File: src/rtl/cpu_mem_router_pkg.sv
// cpu_mem_router_pkg: address map, region and FSM encodings shared by the router and its decoder
package cpu_mem_router_pkg;

    localparam logic [31:0] WIN64K_MASK = 32'hFFFF_0000;
    localparam logic [31:0] FLASH_MASK  = 32'hFF00_0000;
    localparam logic [31:0] BRAM_BASE   = 32'h0000_0000;
    localparam logic [31:0] PERIPH_BASE = 32'h0001_0000;
    localparam logic [31:0] FLASH_BASE  = 32'h1000_0000;

    typedef enum logic [1:0] {
        REGION_BRAM,
        REGION_PERIPH,
        REGION_FLASH,
        REGION_NONE
    } region_e;

    typedef enum logic [2:0] {
        ST_IDLE,
        ST_BRAM,
        ST_PERIPH,
        ST_FLASH,
        ST_ERR,
        ST_RESP
    } state_e;

endpackage

File: src/rtl/cpu_mem_router_if.sv
// cpu_mem_router_if: PicoRV32-style native memory bus between the CPU adapter and the router
interface cpu_mem_router_if;

    logic        cpu_mem_valid;
    logic [31:0] cpu_mem_addr;
    logic [31:0] cpu_mem_wdata;
    logic [3:0]  cpu_mem_wstrb;
    logic        cpu_mem_ready;
    logic [31:0] cpu_mem_rdata;

    modport master (
        output cpu_mem_valid, cpu_mem_addr, cpu_mem_wdata, cpu_mem_wstrb,
        input  cpu_mem_ready, cpu_mem_rdata
    );

    modport slave (
        input  cpu_mem_valid, cpu_mem_addr, cpu_mem_wdata, cpu_mem_wstrb,
        output cpu_mem_ready, cpu_mem_rdata
    );

endinterface

File: src/rtl/cpu_mem_decode.sv
// cpu_mem_decode: combinational address decode to target region plus illegal-access flag
module cpu_mem_decode
    import cpu_mem_router_pkg::*;
(
    input  logic [31:0] addr,
    input  logic [3:0]  wstrb,
    output region_e     region,
    output logic        illegal
);

    always_comb begin
        region = (addr & WIN64K_MASK) == BRAM_BASE   ? REGION_BRAM   :
                 (addr & WIN64K_MASK) == PERIPH_BASE ? REGION_PERIPH :
                 (addr & FLASH_MASK)  == FLASH_BASE  ? REGION_FLASH  : REGION_NONE;
        illegal = region == REGION_NONE || (region == REGION_FLASH && wstrb != 4'd0);
    end

endmodule

File: src/rtl/cpu_mem_router.sv
// cpu_mem_router: routes one CPU request to BRAM, peripheral window or flash and returns a registered ack
module cpu_mem_router
    import cpu_mem_router_pkg::*;
#(
    parameter int BRAM_AW = 12,
    parameter int TIMEOUT = 255
) (
    input  logic               clk,
    input  logic               reset,
    cpu_mem_router_if.slave    cpu,
    output logic               bram_en,
    output logic [BRAM_AW-1:0] bram_addr,
    output logic [3:0]         bram_wstrb,
    output logic [31:0]        bram_wdata,
    input  logic [31:0]        bram_rdata,
    output logic               periph_en,
    output logic [15:0]        periph_addr,
    output logic [3:0]         periph_wstrb,
    output logic [31:0]        periph_wdata,
    input  logic [31:0]        periph_rdata,
    input  logic               periph_ready,
    output logic               flash_read_valid,
    output logic [23:0]        flash_read_addr,
    input  logic [31:0]        flash_rdata,
    input  logic               flash_read_ready,
    output logic               bus_error,
    output logic [31:0]        bus_error_addr
);

    localparam logic [7:0] TMO = 8'(TIMEOUT);

    state_e     state, next;
    region_e    region;
    logic       illegal, rd, start, slave_ack, expired;
    logic [7:0] cnt;

    cpu_mem_decode u_decode (
        .addr    (cpu.cpu_mem_addr),
        .wstrb   (cpu.cpu_mem_wstrb),
        .region  (region),
        .illegal (illegal)
    );

    assign rd        = cpu.cpu_mem_wstrb == 4'd0;
    assign start     = state == ST_IDLE && cpu.cpu_mem_valid;
    assign slave_ack = state == ST_PERIPH ? periph_ready : flash_read_ready;
    assign expired   = cnt == TMO;

    // BRAM is strobed straight from the decode so its 1-cycle read lands in ST_BRAM
    assign bram_en    = start && region == REGION_BRAM;
    assign bram_addr  = cpu.cpu_mem_addr[BRAM_AW+1:2];
    assign bram_wstrb = bram_en ? cpu.cpu_mem_wstrb : 4'd0;
    assign bram_wdata = cpu.cpu_mem_wdata;

    always_comb begin
        next = state;
        case (state)
            ST_IDLE: if (cpu.cpu_mem_valid)
                next = illegal                 ? ST_ERR    :
                       region == REGION_BRAM   ? ST_BRAM   :
                       region == REGION_PERIPH ? ST_PERIPH : ST_FLASH;
            ST_BRAM:             next = ST_RESP;
            ST_PERIPH, ST_FLASH: next = slave_ack ? ST_RESP : expired ? ST_ERR : state;
            ST_ERR:              next = ST_RESP;
            default:             next = ST_IDLE;
        endcase
    end

    always_ff @(posedge clk or posedge reset) begin
        if (reset) state <= ST_IDLE;
        else       state <= next;
    end

    always_ff @(posedge clk or posedge reset) begin
        if (reset) begin
            cnt               <= 8'd0;
            cpu.cpu_mem_ready <= 1'b0;
            cpu.cpu_mem_rdata <= 32'd0;
            periph_en         <= 1'b0;
            periph_addr       <= 16'd0;
            periph_wstrb      <= 4'd0;
            periph_wdata      <= 32'd0;
            flash_read_valid  <= 1'b0;
            flash_read_addr   <= 24'd0;
            bus_error         <= 1'b0;
            bus_error_addr    <= 32'd0;
        end else begin
            cnt               <= (state == ST_PERIPH || state == ST_FLASH) ? cnt + 8'd1 : 8'd0;
            cpu.cpu_mem_ready <= next == ST_RESP;
            bus_error         <= state == ST_ERR;
            periph_en         <= next == ST_PERIPH;
            flash_read_valid  <= next == ST_FLASH;
            cpu.cpu_mem_rdata <= state == ST_BRAM                      ? (rd ? bram_rdata : 32'd0)   :
                                 state == ST_PERIPH && periph_ready    ? (rd ? periph_rdata : 32'd0) :
                                 state == ST_FLASH && flash_read_ready ? flash_rdata                 :
                                 state == ST_ERR                       ? 32'd0 : cpu.cpu_mem_rdata;
            if (state == ST_ERR)
                bus_error_addr <= cpu.cpu_mem_addr;
            if (start) begin
                periph_addr     <= cpu.cpu_mem_addr[15:0];
                periph_wstrb    <= cpu.cpu_mem_wstrb;
                periph_wdata    <= cpu.cpu_mem_wdata;
                flash_read_addr <= cpu.cpu_mem_addr[23:0];
            end
        end
    end

endmodule
File: src/flat_wrapper.sv
// flat-port wrapper written by rule: the top's interface ports become plain ports
module cpu_mem_router_flat import cpu_mem_router_pkg::*;
#(
    parameter int BRAM_AW = 12,
    parameter int TIMEOUT = 255
)
  (clk, reset, bram_en, bram_addr, bram_wstrb, bram_wdata, bram_rdata, periph_en, periph_addr, periph_wstrb, periph_wdata, periph_rdata, periph_ready, flash_read_valid, flash_read_addr, flash_rdata, flash_read_ready, bus_error, bus_error_addr, cpu_cpu_mem_valid, cpu_cpu_mem_addr, cpu_cpu_mem_wdata, cpu_cpu_mem_wstrb, cpu_cpu_mem_ready, cpu_cpu_mem_rdata);
  cpu_mem_router_if cpu_i ();
  input  logic clk;
  input  logic reset;
  output logic bram_en;
  output logic [BRAM_AW-1:0] bram_addr;
  output logic [3:0] bram_wstrb;
  output logic [31:0] bram_wdata;
  input  logic [31:0] bram_rdata;
  output logic periph_en;
  output logic [15:0] periph_addr;
  output logic [3:0] periph_wstrb;
  output logic [31:0] periph_wdata;
  input  logic [31:0] periph_rdata;
  input  logic periph_ready;
  output logic flash_read_valid;
  output logic [23:0] flash_read_addr;
  input  logic [31:0] flash_rdata;
  input  logic flash_read_ready;
  output logic bus_error;
  output logic [31:0] bus_error_addr;
  input wire logic [$bits(cpu_i.cpu_mem_valid)-1:0] cpu_cpu_mem_valid;
  input wire logic [$bits(cpu_i.cpu_mem_addr)-1:0] cpu_cpu_mem_addr;
  input wire logic [$bits(cpu_i.cpu_mem_wdata)-1:0] cpu_cpu_mem_wdata;
  input wire logic [$bits(cpu_i.cpu_mem_wstrb)-1:0] cpu_cpu_mem_wstrb;
  output wire logic [$bits(cpu_i.cpu_mem_ready)-1:0] cpu_cpu_mem_ready;
  output wire logic [$bits(cpu_i.cpu_mem_rdata)-1:0] cpu_cpu_mem_rdata;
  assign cpu_i.cpu_mem_valid = cpu_cpu_mem_valid;
  assign cpu_i.cpu_mem_addr = cpu_cpu_mem_addr;
  assign cpu_i.cpu_mem_wdata = cpu_cpu_mem_wdata;
  assign cpu_i.cpu_mem_wstrb = cpu_cpu_mem_wstrb;
  assign cpu_cpu_mem_ready = cpu_i.cpu_mem_ready;
  assign cpu_cpu_mem_rdata = cpu_i.cpu_mem_rdata;
  cpu_mem_router #(.BRAM_AW(BRAM_AW), .TIMEOUT(TIMEOUT)) u_core (.clk(clk), .reset(reset), .cpu(cpu_i), .bram_en(bram_en), .bram_addr(bram_addr), .bram_wstrb(bram_wstrb), .bram_wdata(bram_wdata), .bram_rdata(bram_rdata), .periph_en(periph_en), .periph_addr(periph_addr), .periph_wstrb(periph_wstrb), .periph_wdata(periph_wdata), .periph_rdata(periph_rdata), .periph_ready(periph_ready), .flash_read_valid(flash_read_valid), .flash_read_addr(flash_read_addr), .flash_rdata(flash_rdata), .flash_read_ready(flash_read_ready), .bus_error(bus_error), .bus_error_addr(bus_error_addr));
endmodule
File: config.mk
export PLATFORM = sky130hd
export DESIGN_NAME = cpu_mem_router_flat
export DESIGN_NICKNAME = d
export VERILOG_FILES = /design/src/rtl/cpu_mem_router_pkg.sv /design/src/rtl/cpu_mem_router_if.sv /design/src/rtl/cpu_mem_decode.sv /design/src/rtl/cpu_mem_router.sv /design/src/flat_wrapper.sv
export SDC_FILE = /design/constraint.sdc
export NUM_CORES = 1
export LEC_CHECK = 0
export CAP_MARGIN = 10
export CORE_AREA = 5 5 138 140
export DETAILED_ROUTE_END_ITERATION = 6
export DIE_AREA = 0 0 143 145
export PLACE_DENSITY = 0.82
export SETUP_SLACK_MARGIN = 0.1
export SLEW_MARGIN = 25
export SYNTH_ARGS = -nofsm -noshare
export SYNTH_HDL_FRONTEND = slang
export SYNTH_SLANG_ARGS = --single-unit
File: constraint.sdc
create_clock -name clk -period 6.5 [get_ports clk]
set_input_delay 1.3 -clock clk [delete_from_list [all_inputs] [get_ports clk]]
set_output_delay 1.3 -clock clk [all_outputs]
set_load 0.01 [all_outputs]
==> impl_results.md, run 1 <==
* Buffers on Ports at 361
* Hold Crit Class: reg2reg
* DRC violations left at 0
* Final hold vios at 0
* Clk sink count at 139
* Antenna fix cells at 0
* Post-CTS setup buffer count at 0
* Final period util at 81.5%
* Syn avg cell area at 12.8 um2
* Ranking of synthesized cells by area: dfrtp_1 (56%), mux2_2 (17%), buf_4 (7.2%), a221o_1 (5.1%), a22oi_1 (3.9%)
* Final Instance Area at 0.0102 mm2
* Max Buffers Root-to-Sink at 2
* Num ports at 362
* Worst-Margin Slew at 783 ps
* Initial antenna violation count at 0
* DR vias at 4,982
* Total of max-cap violations at 0
* Setup Skew at 5.65 ps
* Sw Ratio at 31.4%
* H-tree depth at 4
* Syn Inst Count at 485
* DRT iter0 DRCs at 132
* RSZ-0062 raised after global routing: no
* CP startpoint kind: input port
* Relative slew slack at 47.8%
* Layout cells sized above 1 at 17.5%
* Nature of the critical path endpoint: primary output
* Sequential share of power at 33.5%
* Die Height at 145 um
* Routed length per instance at 19.2 um
* Fmax at 0.189 GHz
* Yosys top cell area share at 55.8%
* Root Driver: clkbuf_16
* Most used cell, CP: clkdlybuf4s50_1
* Area leader, netlist: dfrtp_1
* Rows at 49
* Most frequent cell after synthesis: dfrtp_1
* Latest clock arrival within the worst-skew pair at 410 ps
* Ys async rst share at 100%
* GRT Util Overall at 18.7%
* Gate power share at 43.7%
* Cell Chain, Critical Path: clkdlybuf4s50_1 -> nor4_1 -> nand3_1 -> or3_1 -> inv_2 -> and2_1 -> clkdlybuf4s50_1
* Seq cells post-synth at 139
* Pin count of the biggest net entering global routing at 88
* VDD IR-drop max at 0.253 mV
* Vias in the first global route at 5,261
* Clock power share at 22.8%
* Status: finished clean
* Die area at 0.0207 mm2
* Crit path max fanout at 6
* CTS buffer count at 17
* Unique masters post-synth at 41
* Dpl cell area at 0.00963 mm2
* Leak at 4.11 nW
* Min cycle time layout at 5300 ps
* Mapped Nets at 655
* Area of the core at 0.0177 mm2
* Post-synth EDFFs at 0
* Cell-internal power at 2.82 mW
* Kind of critical path: in2out
* Nets at 953
* Grt ovf at 0
* DR vias/cell at 4.86
* First-pass GRT wire length at 30,100 um
* DRT antenna net count at 0
* P&R area growth vs syn at 64.3%
* Cell area power density at 402 mW/mm2
* GPL Wtd Cong at 0.757
* Die width at 143 um
* Mapped Area at 0.00623 mm2
* Net Sw Power at 1.29 mW
* Slowest stage cell, crit path: nor4_1
* Yosys Warn Count at 0
* Clk pin slew, worst setup/hold paths at 60 ps
* CP max stage delay at 700 ps
* Post-CTS sizing at 0
* Detailed Routing Iterations Pass 1 at 4
* Top FF cell, synth: dfrtp_1
* Post-DP HPWL at 15,300 um
* CTS Hold Bufs at 0
* Setup_tns at 0 ps
* Critical Path RT at 5200 ps
* Seq/Total Area, Yosys at 55.8%
* Final wirelength at 19,700 um
* CTS tree: built
* Final Max Slew Viols at 0
* Synth cell count leaders: dfrtp_1 (139), mux2_2 (92), buf_4 (60)
* Setup-failing EPs final at 0
* Initial core utilization at 35.2%
* Arr. time, crit path at 4000 ps
cells in the final DEF (no fill, tap or decap), types with 3 or more instances in the layout:
cell,n
buf_4,6
clkinv_4,3
nand2_1,8
dfrtp_1,139
mux2_2,92
and2_1,6
o21ai_0,3
nand3_1,4
a22oi_1,32
xor2_1,4
inv_6,6
clkdlybuf4s50_1,361
nor4_1,4
a221o_1,32
inv_1,3
nor2_1,38
clkbuf_16,17
power groups by stage:
stage          sequential, mW  clock [mW]  combinational (mW)
6_report                 1.38       0.939                1.80
5_1_grt                  1.42        1.01                1.91
4_1_cts                  1.38       0.966                1.81
3_5_place_dp             1.40           0                1.81
3_3_place_gp             1.38           0                1.78
2_1_floorplan            1.51           0               0.710
cell type report:
class,count,area [um2]
Fill cell,1469,7480
Timing Repair Buffer,368,3690
Sequential cell,139,3480
Multi-Input combinational cell,252,2190
Clock buffer,19,443
Tap cell,229,287
Clock inverter,13,131
Inverter,5,23.8
cell families (layout without fill, tap and decap cells):
logic type                 after synthesis  in the layout  synth area share (%)
DFF                                    139            139                  55.8
buffers and inverters                   94            405                  9.58
muxes                                   92             92                  16.6
AOI/OAI and AO/OA                       79             79                  10.8
and+or+nand+nor                         75             75                  6.27
xor gates and xnor gates                 5              5                 0.703
adders and majority gates                1              1                 0.201
final timing paths:
check | from | endpoint | slack, ps | cells past startpoint
min in group asynchronous | reset | u_core.bus_error_addr[30]$_DFFE_PP0P_ | 1380 | 2
setup / recovery | cpu_cpu_mem_addr[30] | bram_wstrb[0] | 1200 | 7
setup reg to reg | u_core.state[0]$_DFF_PP0_ | u_core.periph_wdata[13]$_DFFE_PP0P_ | 4310 | 3
hold / removal | u_core.cnt[0]$_DFF_PP0_ | u_core.cnt[0]$_DFF_PP0_ | 500 | 1
hold reg to reg | u_core.cnt[0]$_DFF_PP0_ | u_core.cnt[0]$_DFF_PP0_ | 500 | 1
max in group asynchronous | reset | u_core.cpu.cpu_mem_rdata[4]$_DFFE_PP0P_ | 3930 | 3
metrics by stage:
step | worst slack, ps | util (%) | instances | hold slack, ps | power, mW
2_1_floorplan | 1480 | - | 485 | 447 | 2.22
3_3_place_gp | 1280 | 54.4 | 992 | 474 | 3.16
3_5_place_dp | 1240 | 54.4 | 992 | 491 | 3.20
4_1_cts | 1240 | 57.6 | 1024 | 499 | 4.16
5_1_grt | 1160 | 57.8 | 1025 | 521 | 4.34
6_report | 1200 | 57.8 | 1025 | 501 | 4.12
worst max-delay path, delay by kind of cell:
family,cells,cell delay [ps]
simple gates,4,1520
buf+inv,3,1170
flip-flops by register name (all words and copies together) (netlist names):
register,flops
u_core.bus_error,1
u_core.bus_error_addr,32
u_core.cnt,8
u_core.cpu.cpu_mem_rdata,32
u_core.cpu.cpu_mem_ready,1
u_core.flash_read_addr,24
u_core.flash_read_valid,1
u_core.periph_en,1
u_core.periph_wdata,32
u_core.periph_wstrb,4
u_core.state,3
routing by layer:
metal  global-route usage [%]  routed length [um]
met1                     21.4                7370
met3                     6.55                1960
met5                        0                   0
met4                     5.56                 287
met2                     32.8               10100
Note: power is estimated with default switching activity, not from simulation.
==> inputs of run 2 (changes only) <==
==> constraint.sdc (replaced) <==
create_clock -name clk -period 5.3 [get_ports clk]
set_input_delay 1.06 -clock clk [delete_from_list [all_inputs] [get_ports clk]]
set_output_delay 1.06 -clock clk [all_outputs]
set_load 0.01 [all_outputs]
==> run 2 against run 1 <==
Against the previous run:
- flip-flop and latch count unchanged
- global-route usage grew 0.23 points
- hold slack got worse by 14 ps
- count of clock-buffer cells in the layout is the same
- critical endpoint is now bram_wstrb[2]
- core utilization grew 0.56 points
- clock skew is 1.4 ps higher
- critical path depth grew 1
- largest cell class unchanged
==> impl_results.md, run 2 (synthesis results as in run 1) <==
* Crit path max fanout at 6 (unchanged)
* Rows at 49 (unchanged)
* Vias in the first global route at 5,295 (+0.65%)
* Met1 WL at 7540 um (+2.3%)
* Final period util at 87.7%
* Commonest non-fill, non-tap cell in the layout: clkdlybuf4s50_1
* Initial core utilization at 35.2% (unchanged)
* Kind of critical path: in2out
* CTS Hold Bufs at 0 (unchanged)
* Post-CTS sizing at 0 (unchanged)
* Cell Chain, Critical Path: clkdlybuf4s50_1 -> nor4_1 -> buf_4 -> nand3_1 -> or3_1 -> inv_2 -> and2_1 -> clkdlybuf4s50_1
* Clk sink count at 139 (unchanged)
* Fmax at 0.215 GHz
* DR vias/cell at 4.88 (+0.35%)
* Root Driver: clkbuf_16
* Most frequent cells in the layout: clkdlybuf4s50_1 (361), dfrtp_1 (139), mux2_2 (92)
* Arr. time, crit path at 3590 ps (-410 ps)
* Leak at 4.17 nW (+1.4%)
* Core Util, Final at 58.3% (+0.56 points)
* Antenna fix cells at 0 (unchanged)
* R2R Path End: u_core.periph_wdata[23]$_DFFE_PP0P_
* RSZ-0062 raised after global routing: no
* Total of max-cap violations at 0 (unchanged)
* Setup-failing EPs final at 0 (unchanged)
* Min cycle time layout at 4650 ps
* Pin count of the biggest net entering global routing at 77 (-13%)
* Placed insts at 996 (+0.40%)
* Buffers on Ports at 361 (unchanged)
* Post-route insts no fill at 1,028 (+0.29%)
* FF-to-FF path depth at 3 (unchanged)
* Final wirelength at 19,900 um (+1.1%)
* Detailed Routing Iterations Pass 1 at 4 (unchanged)
* Nature of the critical path endpoint: primary output
* Slowest stage cell, crit path: clkdlybuf4s50_1
* DRT iter0 DRCs at 96 (-27%)
* Setup Skew at 7.08 ps (+1.43 ps)
* CP startpoint kind: input port
* Worst path bufs/invs at 4 (+1)
* Clk pin slew, worst setup/hold paths at 60 ps (about the same)
* H-tree depth at 4 (unchanged)
* CTS tree: built
* Setup_tns at 0 ps (unchanged)
* Area of the core at 0.0177 mm2 (unchanged)
* GRT Util Overall at 19.0% (+0.23 points)
* Post-CTS setup buffer count at 0 (unchanged)
* Area of the multi-input gates at 0.00219 mm2 (about the same)
* Pwr Total at 5.18 mW (+26%)
* Routed length per instance at 19.4 um (+0.83%)
* Relative slew slack at 47.4% (-0.33 points)
* Worst r2r src: u_core.state[0]$_DFF_PP0_
* GPL Wtd Cong at 0.757 (about the same)
* Cell family with the largest share of critical-path delay: buffers and inverters
* Crit path depth at 8 (+1)
* Nets at 957 (+0.42%)
* Die area at 0.0207 mm2 (unchanged)
* Max Buffers Root-to-Sink at 2 (unchanged)
* Die Height at 145 um (unchanged)
* Most used cell, CP: clkdlybuf4s50_1
* DR vias at 5,014 (+0.64%)
* Grt ovf at 0 (unchanged)
* DRC violations left at 0 (unchanged)
* CP max stage delay at 540 ps (-160 ps)
* VDD IR-drop max at 0.312 mV (+23%)
* Final hold vios at 0 (unchanged)
* Die width at 143 um (unchanged)
* Status: finished clean
* Top sig layer: met5
* Worst-Margin Slew at 788 ps (+4.90 ps)
* Met2 wire length at 10,300 um (+1.9%)
* Cell area power density at 501 mW/mm2 (+25%)
* Latest clock arrival within the worst-skew pair at 410 ps (about the same)
* Critical Path RT at 4240 ps (-960 ps)
* Layout cells sized above 1 at 17.8% (+0.31 points)
* Reg area at 0.00348 mm2 (unchanged)
* Top Registers: u_core.bus_error_addr (32), u_core.cpu.cpu_mem_rdata (32), u_core.periph_wdata (32)
* Num ports at 362 (unchanged)
* CTS buffer count at 17 (unchanged)
* Hold Crit Class: reg2reg
* Initial antenna violation count at 1 (+1)
* Post-DP HPWL at 15,400 um (+0.51%)
* FILL cells at 1,456 (-0.88%)
* P&R area growth vs syn at 65.9%
* HP Start: u_core.cnt[0]$_DFF_PP0_
* Worst Hold End: u_core.cnt[0]$_DFF_PP0_
* Hold path cells at 1 (unchanged)
* Met3 routed WL at 1820 um (-7.2%)
* First-pass GRT wire length at 30,300 um (+0.73%)
* Internal reg-to-reg setup slack at 3070 ps (-1240 ps)
* Final Max Slew Viols at 0 (unchanged)
* DRT antenna net count at 0 (unchanged)
==> run 2: worst max path at each step <==
stage	start	slack, ps	end
after global routing	cpu_cpu_mem_addr[30]	480	bram_wstrb[2]
after detailed placement	cpu_cpu_mem_addr[30]	610	bram_wstrb[2]
final	cpu_cpu_mem_addr[30]	650	bram_wstrb[2]
after floorplan	reset	520	u_core.bus_error$_DFF_PP0_
after global placement	cpu_cpu_mem_addr[30]	680	bram_wstrb[2]
after CTS	cpu_cpu_mem_addr[30]	590	bram_wstrb[2]
==> run 2: per-layer routing <==
metal | GRT usage [%] | up-vias
li1 | - | 2326
met5 | 0 | -
met4 | 5.13 | 2
met3 | 6.88 | 17
met2 | 33.2 | 248
met1 | 21.7 | 2421
==> run 2: cell type report <==
type	count	share of cell area [%]
Clock buffer	19	4.38
Clock inverter	12	1.82
Inverter	5	0.230
Multi-Input combinational cell	252	21.2
Sequential cell	139	33.7
Tap cell	229	2.77
Timing Repair Buffer	372	36.0
==> run 2: where the power goes <==
part | internal [mW] | switching, mW
Sequential | 1.45 | 0.233
Combinational | 1.34 | 0.874
Clock | 0.818 | 0.462
==> run 2: stage by stage <==
stage | setup slack (ps) | hold slack [ps] | instance area [um2]
after detailed placement | 610 | 478 | 9670
after CTS | 594 | 485 | 10300
final | 652 | 487 | 10300
after global placement | 680 | 472 | 9660
after floorplan | 515 | 447 | 6230
after global routing | 477 | 514 | 10300
==> run 2: worst register-to-register path: stages, from the launching register on <==
cell and delay (ps):
dfrtp_1 570, nor4b_4 400, buf_4 670, mux2_2 480
